[src/rtl/alu_input_sequencer.sv]
// Purpose : debounces three buttons and latches operand A, operand B and the opcode
//           from the switch bank in order, qualifying the values fed to the ALU.
// Ports   : clk/i_reset (async, active-high), i_sw switch bank, i_btn_a/b/op raw
//           buttons; o_datoA/o_datoB/o_operation to ALU, o_valid (RUN), o_state, o_err.
// Latency : steady raw press -> outputs update on the (DEBOUNCE_CYCLES+3)th edge;
//           all outputs are registered, so there is no input-to-output combinational path.
module alu_input_sequencer #(
    parameter int NB_DATA         = 4,
    parameter int NB_OP           = 6,
    parameter int NB_SW           = 8,
    parameter int DEBOUNCE_CYCLES = 100000
) (
    input  logic               clk,
    input  logic               i_reset,
    input  logic [NB_SW-1:0]   i_sw,
    input  logic               i_btn_a,
    input  logic               i_btn_b,
    input  logic               i_btn_op,
    output logic [NB_DATA-1:0] o_datoA,
    output logic [NB_DATA-1:0] o_datoB,
    output logic [NB_OP-1:0]   o_operation,
    output logic               o_valid,
    output logic [1:0]         o_state,
    output logic               o_err
);

    // Counter only needs to hold 0..DEBOUNCE_CYCLES-1; the terminal count is
    // detected one short so the level flips on the DEBOUNCE_CYCLES-th differing cycle.
    localparam int CNT_W = (DEBOUNCE_CYCLES < 2) ? 1 : $clog2(DEBOUNCE_CYCLES);
    localparam logic [CNT_W-1:0] CNT_LAST = CNT_W'(DEBOUNCE_CYCLES - 1);

    typedef enum logic [1:0] {
        WAIT_A  = 2'b00,
        WAIT_B  = 2'b01,
        WAIT_OP = 2'b10,
        RUN     = 2'b11
    } state_t;

    // Button index: 0 = A, 1 = B, 2 = OP
    logic [2:0]       btn_raw;
    logic [2:0]       sync1_q, sync2_q;
    logic [2:0]       deb_q, deb_d;
    logic [2:0]       press_q, press_d;
    logic [CNT_W-1:0] cnt_q [3];
    logic [CNT_W-1:0] cnt_d [3];

    state_t              state_q, state_d;
    logic [NB_DATA-1:0]  datoA_q, datoA_d;
    logic [NB_DATA-1:0]  datoB_q, datoB_d;
    logic [NB_OP-1:0]    op_q, op_d;
    logic                valid_q, valid_d;
    logic                err_q, err_d;

    logic [NB_DATA-1:0]  sw_data;
    logic [NB_OP-1:0]    sw_op;
    logic                op_ok;
    logic                ev_a, ev_b, ev_op;
    logic                unused_sw_hi;

    assign btn_raw      = {i_btn_op, i_btn_b, i_btn_a};
    assign sw_data      = i_sw[NB_DATA-1:0];
    assign sw_op        = i_sw[NB_OP-1:0];
    assign unused_sw_hi = ^i_sw;

    // Debounce: count while the synchronized level disagrees with the accepted
    // level, restart on any agreement. A press pulse is registered on the 0->1 flip.
    always_comb begin
        for (int i = 0; i < 3; i++) begin
            cnt_d[i]   = cnt_q[i];
            deb_d[i]   = deb_q[i];
            press_d[i] = 1'b0;
            if (sync2_q[i] != deb_q[i]) begin
                if (cnt_q[i] == CNT_LAST) begin
                    deb_d[i]   = ~deb_q[i];
                    cnt_d[i]   = '0;
                    press_d[i] = ~deb_q[i];
                end else begin
                    cnt_d[i] = cnt_q[i] + 1'b1;
                end
            end else begin
                cnt_d[i] = '0;
            end
        end
    end

    always_ff @(posedge clk or posedge i_reset) begin
        if (i_reset) begin
            sync1_q <= '0;
            sync2_q <= '0;
            deb_q   <= '0;
            press_q <= '0;
            for (int i = 0; i < 3; i++) cnt_q[i] <= '0;
        end else begin
            sync1_q <= btn_raw;
            sync2_q <= sync1_q;
            deb_q   <= deb_d;
            press_q <= press_d;
            for (int i = 0; i < 3; i++) cnt_q[i] <= cnt_d[i];
        end
    end

    // One event serviced per cycle, A > B > OP; losers are dropped.
    assign ev_a  = press_q[0];
    assign ev_b  = press_q[1] & ~press_q[0];
    assign ev_op = press_q[2] & ~press_q[1] & ~press_q[0];

    always_comb begin
        op_ok = 1'b0;
        case (sw_op)
            NB_OP'(6'b100000), NB_OP'(6'b100010), NB_OP'(6'b100100),
            NB_OP'(6'b100101), NB_OP'(6'b100110), NB_OP'(6'b100111),
            NB_OP'(6'b000011), NB_OP'(6'b000010): op_ok = 1'b1;
            default:                              op_ok = 1'b0;
        endcase
    end

    always_comb begin
        state_d = state_q;
        datoA_d = datoA_q;
        datoB_d = datoB_q;
        op_d    = op_q;
        err_d   = 1'b0;
        case (state_q)
            WAIT_A: begin
                if (ev_a) begin
                    datoA_d = sw_data;
                    state_d = WAIT_B;
                end
            end
            WAIT_B: begin
                if (ev_a) begin
                    datoA_d = sw_data;
                end else if (ev_b) begin
                    datoB_d = sw_data;
                    state_d = WAIT_OP;
                end
            end
            default: begin  // WAIT_OP and RUN share the edit/accept rules
                if (ev_a) begin
                    datoA_d = sw_data;
                end else if (ev_b) begin
                    datoB_d = sw_data;
                end else if (ev_op) begin
                    if (op_ok) begin
                        op_d    = sw_op;
                        state_d = RUN;
                    end else begin
                        err_d = 1'b1;
                    end
                end
            end
        endcase
        // Registered from next state so o_valid rises together with o_state == RUN.
        valid_d = (state_d == RUN);
    end

    always_ff @(posedge clk or posedge i_reset) begin
        if (i_reset) begin
            state_q <= WAIT_A;
            datoA_q <= '0;
            datoB_q <= '0;
            op_q    <= '0;
            valid_q <= 1'b0;
            err_q   <= 1'b0;
        end else begin
            state_q <= state_d;
            datoA_q <= datoA_d;
            datoB_q <= datoB_d;
            op_q    <= op_d;
            valid_q <= valid_d;
            err_q   <= err_d;
        end
    end

    assign o_datoA     = datoA_q;
    assign o_datoB     = datoB_q;
    assign o_operation = op_q;
    assign o_valid     = valid_q;
    assign o_state     = state_q;
    assign o_err       = err_q;

endmodule

[config.mk]
export PLATFORM = sky130hd
export DESIGN_NAME = alu_input_sequencer
export DESIGN_NICKNAME = d
export VERILOG_FILES = /design/src/rtl/alu_input_sequencer.sv
export SDC_FILE = /design/constraint.sdc
export NUM_CORES = 1
export LEC_CHECK = 0
export ABC_AREA = 0
export CORE_MARGIN = 4
export CORE_UTILIZATION = 48
export CTS_BUF_LIST = sky130_fd_sc_hd__clkbuf_4 sky130_fd_sc_hd__clkbuf_8
export DETAILED_ROUTE_END_ITERATION = 12
export PLACE_DENSITY = 0.77
export SYNTH_ARGS = -nofsm -noshare
export SYNTH_HDL_FRONTEND = slang
export SYNTH_SLANG_ARGS = --single-unit
[constraint.sdc]
create_clock -name clk -period 3.3 [get_ports clk]
set_input_delay 0.33 -clock clk [delete_from_list [all_inputs] [get_ports clk]]
set_output_delay 0.33 -clock clk [all_outputs]
set_load 0.01 [all_outputs]
==> metrics.md, run 1 <==
| Metric | Value |
|---|---|
| Post-synth EDFFs | `0` |
| Wirelength, routed | `6.27 mm` |
| Worst-margin pin slew | `556 ps` |
| Mapped Cells | `333` |
| Final hold vios | `0` |
| Type of element capturing the critical path | `flop` |
| Port Buffers | `28` |
| #FFs+latches synth | `81` |
| Synth warnings | `0` |
| Pre-CTS setup slack | `1300 ps` |
| Synth Area per Inst | `10.8 sq um` |
| Detailed router's first-iteration violation count | `92` |
| Max_cap viols | `0` |
| Top Ports | `31` |
| Cell area after layout | `0.00420 sq mm` |
| Post-CTS setup buffers | `0` |
| TNS Setup | `0 ps` |
| Layout cells sized above 1 | `0.0989` |
| Cell area after placement | `0.00399 sq mm` |
| Initial antenna violation count | `0` |
| Sequential area share after synthesis | `0.564` |
| Setup ws final | `1450 ps` |
| H-tree lvl count | `3` |
| Setup crit start kind | `flop` |
| Most frequent cell after synthesis | `dfrtp_1` |
| Top cells by area, synth | `dfrtp_1, xnor2_1, nor2_1` |
| Cell area after synthesis | `0.00360 sq mm` |
| DIE HEIGHT | `94.6 microns` |
| Hold buffer count at cts | `0` |
| Final period util | `0.559` |
| Critical path's slowest cell | `or4b_1` |
| Kind of critical path | `flop to flop` |
| DR vias/cell | `5.25` |
| Largest net degree at the start of global routing | `30` |
| Area share of the largest cell type after synthesis | `0.564` |
| CTS Root Cell | `clkbuf_8` |
| Num rows | `31` |
| Hold Path Class | `primary input to asynchronous set/reset pin` |
| DR WL/cell | `13.3 microns` |
| Mapped Nets | `349` |
| RSZ-0062 raised after global routing | `no` |
| Vias in the first global route | `2451` |
| Worst-case clock buffer depth | `2` |
| CTS resizes | `0` |
| First-pass GRT wire length | `11.1 mm` |
| GR Overflow Total | `0` |
| Routed via count | `2481` |
| Non-filler instance count after layout | `473` |
| Worst slew margin | `0.627` |
| Core Box Area | `0.00725 sq mm` |
| Clock transition at the registers of the reported paths | `90 ps` |
| PD cells | `437 mW/mm^2` |
| Area grow syn2layout | `16.8%` |
| Peak Freq | `542 MHz` |
| Num CTS Buffers | `9` |
| GRT Util Overall | `0.157` |
| Pleak | `1.72 nW` |
| N_diodes | `0` |
| Initial Utilization | `0.496` |
| Status | `completed` |
| Fin crit period | `1850 ps` |
| Commonest cells post-synth | `dfrtp_1, nor2_1, xnor2_1` |
| Critical path data required time | `3520 ps` |
| Fin nets | `385` |
| Max FO, Critical Path | `16` |
| Sink Count | `81` |
| CP Cell Sequence | `or4b_1 > nor3b_2 > a41o_2 > nor2_1` |
| DRT Pass-1 Iters | `4` |
| Maximum vdd drop | `0.220 mV` |
| CTS tree | `yes` |
| Share of flip-flops with an asynchronous set or reset | `1.00` |
| DIE WIDTH | `94.6 microns` |
| Final Slew Violations | `0` |
| Die area | `0.00894 sq mm` |
| # placed instances | `457` |
| FF/Latch Area | `0.00203 sq mm` |
| Largest stage delay, worst path | `540 ps` |
| Final ANT Viol Nets | `0` |
| CP Data Arrival Time | `2070 ps` |
| HPWL after detailed placement | `4.31 mm` |
| Number of distinct library cells after synthesis | `36` |
| Worst skew pair latency | `350 ps` |
| Residual DRC | `0` |
| Routability cong. | `0.833` |
| Dominant cell type by area after synthesis | `dfrtp_1` |
| Multi-input combinational cell area | `0.00150 sq mm` |
| Final-report setup violation count | `0` |
| Fillers | `628` |
| Final Skew | `10.1 ps` |
| Top_reg_cell synth | `dfrtp_1` |
-- power breakdown --
part,total (mW),switching [mW],internal [mW]
combinational,0.0691,0.0435,0.0256
clock,0.750,0.371,0.379
sequential,1.02,0.0132,1.00
total,1.84,0.427,1.41
-- area by class of cell --
cell class / instances / share of cell area
flip-flops and latches: 81 / 0.483
multi-input cells: 236 / 0.357
repair buffers: 30 / 0.0703
clock buffers: 10 / 0.0328
well taps: 99 / 0.0295
clock inverters: 6 / 0.0176
inverters: 11 / 0.0101
-- registers in the layout, summed over array words and instances (netlist names), 2 cells and up --
name,flops
cnt_q,51
deb_q,3
o_datoA,4
o_datoB,4
o_operation,6
o_state,2
press_q,3
sync1_q,3
sync2_q,3
-- per-layer routing --
metal | track usage | up-vias | wire length (microns)
li1 | - | 1233 | -
met2 | 0.243 | 56 | 2910
met4 | 0.0661 | 0 | 103
met1 | 0.210 | 1183 | 2970
met5 | 0 | - | 0
met3 | 0.0398 | 9 | 292
-- final timing paths --
path	start	endpoint	slack, ps	depth (start not counted)
max	cnt_q[5]	cnt_q[9]	1450	4
min	i_reset	cnt_q[4]	280	2
max reg2reg	cnt_q[5]	cnt_q[9]	1450	4
min reg2reg	sync1_q[1]	sync2_q[1]	350	0
max in group asynchronous	i_reset	cnt_q[7]	2280	3
min in group clk	sync1_q[1]	sync2_q[1]	350	0
-- layout by cell type, fill, tap and decap left out, types with 2 or more instances in the layout --
cell,n
a31o_2,2
and2_1,2
and4_1,3
buf_4,2
clkbuf_8,10
clkdlybuf4s50_1,28
clkinvlp_4,2
dfrtp_1,81
ha_1,3
inv_1,10
mux2_2,14
nand2_1,17
nand3_1,16
nand4_1,19
nor2_1,61
nor3_1,17
nor3b_1,3
nor4_1,15
xnor2_1,36
xor2_1,12
-- metrics by stage --
stage                util  hold slack (ps)  power [mW]
floorplan               -              331        1.08
global placement    0.550              337        1.11
detailed placement  0.550              335        1.11
CTS                 0.579              297        1.86
global route        0.579              316        1.91
finish              0.579              284        1.84
-- kinds of logic after synthesis --
family                     after synthesis  synth area share
xor gates and xnor gates                48             0.117
DFF                                     81             0.564
AOI/OAI and AO/OA                        9            0.0198
muxes                                   15            0.0470
buffers and inverters                   16            0.0191
and+or+nand+nor                        161             0.223
adders and majority gates                3            0.0104
-- worst max-delay path: cells and delay by family (launching register included) --
family	cells	cell delay (ps)
flops	1	450
compound gates	1	400
simple gates	3	860
Note: power is estimated with default switching activity, not from simulation.
==> run 2: changes to the inputs <==
--- a/config.mk
+++ b/config.mk
@@ -10,7 +10,7 @@
 export CORE_UTILIZATION = 48
 export CTS_BUF_LIST = sky130_fd_sc_hd__clkbuf_4 sky130_fd_sc_hd__clkbuf_8
 export DETAILED_ROUTE_END_ITERATION = 12
-export PLACE_DENSITY = 0.77
+export PLACE_DENSITY = 0.8
 export SYNTH_ARGS = -nofsm -noshare
 export SYNTH_HDL_FRONTEND = slang
 export SYNTH_SLANG_ARGS = --single-unit
==> constraint.sdc (replaced) <==
create_clock -name clk -period 1.6 [get_ports clk]
set_input_delay 0.16 -clock clk [delete_from_list [all_inputs] [get_ports clk]]
set_output_delay 0.16 -clock clk [all_outputs]
set_load 0.01 [all_outputs]
==> run 2 against run 1 <==
  * The flow now finishes with violations (setup timing)
  * Clock skew up 1.6 ps
  * Die area unchanged
  * Utilization rose by 6.0 points
  * First-iteration DRC count up 37%
  * Final cell count increased by 6.8%
  * Sequential share of layout area down 4.5 points
  * Sequential cell count is the same
  * Final area increased by 10%
  * Via count up 8.9%
  * Combinational power rose to 3.2 times the previous value
  * Setup slack worse by 1600 ps
  * Register-to-register slack got worse by 1600 ps
==> metrics.md, run 2 (same netlist as run 1, synthesis figures left out) <==
| Metric | Value |
|---|---|
| Status | `finished, violations left (was completed)` |
| Failing checks | `setup timing` |
| Routed via count | `2703 (was 2481)` |
| Worst-margin pin slew | `421 ps (was 556 ps)` |
| Max FFs per register | `51 (unchanged)` |
| GR Overflow Total | `0 (unchanged)` |
| Final period util | `1.07 (was 0.559)` |
| Final Slew Violations | `0 (unchanged)` |
| Max FO, Critical Path | `2 (was 16)` |
| DRT Pass-1 Iters | `4 (unchanged)` |
| Worst slew margin | `0.719 (was 0.627)` |
| CTS tree | `yes (unchanged)` |
| First-pass GRT wire length | `11.7 mm (was 11.1 mm)` |
| Final Skew | `11.7 ps (was 10.1 ps)` |
| H-tree lvl count | `3 (unchanged)` |
| GRT Util Overall | `0.167 (was 0.157)` |
| RSZ-0062 raised after global routing | `yes (was no)` |
| Wirelength, routed | `7.37 mm (was 6.27 mm)` |
| Initial Utilization | `0.496 (unchanged)` |
| Largest delay share family, worst path | `simple AND/OR/NAND/NOR gates (unchanged)` |
| Final hold vios | `0 (unchanged)` |
| Detailed router's first-iteration violation count | `126 (was 92)` |
| CTS Root Cell | `clkbuf_8 (unchanged)` |
| Kind of critical path | `flop to flop (unchanged)` |
| PD cells | `818 mW/mm^2 (was 437 mW/mm^2)` |
| Area grow syn2layout | `29.0% (was 16.8%)` |
| Pleak | `1.88 nW (was 1.72 nW)` |
| CP Data Arrival Time | `1960 ps (was 2070 ps)` |
| Sink Count | `81 (unchanged)` |
| HPWL after detailed placement | `4.76 mm (was 4.31 mm)` |
| Routability cong. | `0.837 (was 0.833)` |
| Setup ws final | `-118 ps (was 1450 ps)` |
| Worst R2R Path Depth | `4 (unchanged)` |
| Initial antenna violation count | `0 (unchanged)` |
| Min Hold Slack | `232 ps (was 284 ps)` |
| Fillers | `528 (was 628)` |
| Hold depth | `1` |
| DR vias/cell | `5.35 (was 5.25)` |
| Hold Path Class | `primary input to flop (was primary input to asynchronous set/reset pin)` |
| Num CTS Buffers | `9 (unchanged)` |
| Port Buffers | `28 (unchanged)` |
| Layout cells sized above 1 | `0.251 (was 0.0989)` |
| Residual DRC | `0 (unchanged)` |
| Critical path's slowest cell | `or4b_4 (was or4b_1)` |
| Peak Freq | `582 MHz (was 542 MHz)` |
| Clock transition at the registers of the reported paths | `80 ps (was 90 ps)` |
| Die area | `0.00894 sq mm (unchanged)` |
| Cell area after layout | `0.00464 sq mm (was 0.00420 sq mm)` |
| CP Cell Sequence | `or4b_4 > nor3b_2 > nand4_1 > mux2_4 (was or4b_1 > nor3b_2 > a41o_2 > nor2_1)` |
| Commonest cells after routing, fill and taps aside | `dfrtp_1, nor2_1, xnor2_1 (unchanged)` |
| Maximum vdd drop | `0.477 mV (was 0.220 mV)` |
| Final ANT Viol Nets | `0 (unchanged)` |
| Largest stage delay, worst path | `540 ps (about the same)` |
| N_diodes | `0 (unchanged)` |
| DIE WIDTH | `94.6 microns (unchanged)` |
| WP depth | `4 (unchanged)` |
| CP bufs+invs | `0 (unchanged)` |
| Worst skew pair latency | `350 ps (about the same)` |
| Top Ports | `31 (unchanged)` |
| Fin crit period | `1720 ps (was 1850 ps)` |
| Type of element capturing the critical path | `flop (unchanged)` |
| DR WL/cell | `14.6 microns (was 13.3 microns)` |
| Worst-case clock buffer depth | `2 (unchanged)` |
| Vias in the first global route | `2613 (was 2451)` |
| Register name with the most flops | `cnt_q (unchanged)` |
| Commonest non-fill, non-tap cell in the layout | `dfrtp_1 (unchanged)` |
| Num rows | `31 (unchanged)` |
| Largest net degree at the start of global routing | `82 (was 30)` |
| Critical path data required time | `1850 ps (was 3520 ps)` |
| Max_cap viols | `0 (unchanged)` |
| Core Box Area | `0.00725 sq mm (unchanged)` |
| Final-report setup violation count | `18 (was 0)` |
| DIE HEIGHT | `94.6 microns (unchanged)` |
| Hold buffer count at cts | `0 (unchanged)` |
| Setup crit start kind | `flop (unchanged)` |
| Fin nets | `417 (was 385)` |
| Fin util | `0.639 (was 0.579)` |
| Cell area after placement | `0.00422 sq mm (was 0.00399 sq mm)` |
==> run 2: cell types whose count changed in the layout (fill, tap and decap cells not counted), sizes merged <==
| cell | change |
|---|---|
| buf | +31 |
| clkinvlp | +3 |
| inv | -2 |
| clkbuf | +1 |
| clkinv | -1 |
==> run 2: path summary, 6_finish.rpt <==
path                            start    endpoint  slack, ps
setup reg to reg             cnt_q[5]    deb_q[2]       -120
min in group asynchronous     i_reset   cnt_q[13]        260
hold reg to reg            sync1_q[2]  sync2_q[2]        350
setup / recovery             cnt_q[5]    deb_q[2]       -120
hold / removal                i_btn_b  sync1_q[1]        230
max in group asynchronous     i_reset  o_state[1]       1010
==> run 2: cell type report <==
class,count,area [sq um],share of cell area
flip-flops and latches,81,2030,0.437
clock buffers,10,131,0.0283
repair buffers,62,591,0.127
multi-input cells,236,1650,0.356
inverters,11,45.0,0.00971
clock inverters,6,68.8,0.0148
well taps,99,124,0.0267
==> run 2: metal layers <==
metal / wire, microns / up-vias / global-route usage
met2: 3790 / 52 / 0.278
met1: 3200 / 1346 / 0.205
met3: 254 / 10 / 0.0454
li1: - / 1295 / -
met5: 0 / - / 0
met4: 124 / 0 / 0.0661
==> run 2: per-stage QoR <==
stage	total power [mW]	worst slack [ps]	instances	TNS [ps]
2_1_floorplan	2.23	-68.1	333	-598
3_3_place_gp	2.33	-129	483	-1140
3_5_place_dp	2.34	-189	483	-2320
4_1_cts	3.81	-146	500	-1400
5_1_grt	3.93	-214	505	-2860
6_report	3.79	-118	505	-1640
==> run 2: worst reg2reg max path, stage by stage (launching register included) <==
cell and delay (ps):
dfrtp_1 380, or4b_4 540, nor3b_2 190, nand4_1 160
mux2_4 340
==> run 2: where the power goes <==
group / leakage (nW) / switching, mW / internal [mW]
logic: 0.688 / 0.119 / 0.102
registers: 1.10 / 0.0220 / 2.07
clock network: 0.0881 / 0.740 / 0.740
total: 1.88 / 0.880 / 2.91
==> run 2: what timing repair did <==
item | 4_1_cts | 5_1_grt
buffers inserted | 1 | 4
endpoints found under the hold margin | 0 | 0
pin swaps | 3 | 14
endpoints found under the setup margin | 18 | 52
gates resized for setup | 3 | 35
gates cloned | 0 | 1
==> run 3: changes to the inputs <==
--- a/config.mk
+++ b/config.mk
@@ -6,6 +6,7 @@
 export NUM_CORES = 1
 export LEC_CHECK = 0
 export ABC_AREA = 0
+export CAP_MARGIN = 20
 export CORE_MARGIN = 4
 export CORE_UTILIZATION = 48
 export CTS_BUF_LIST = sky130_fd_sc_hd__clkbuf_4 sky130_fd_sc_hd__clkbuf_8
==> results of run 3 <==
Same layout as run 2: the final DEF is identical, and so are final timing and power.
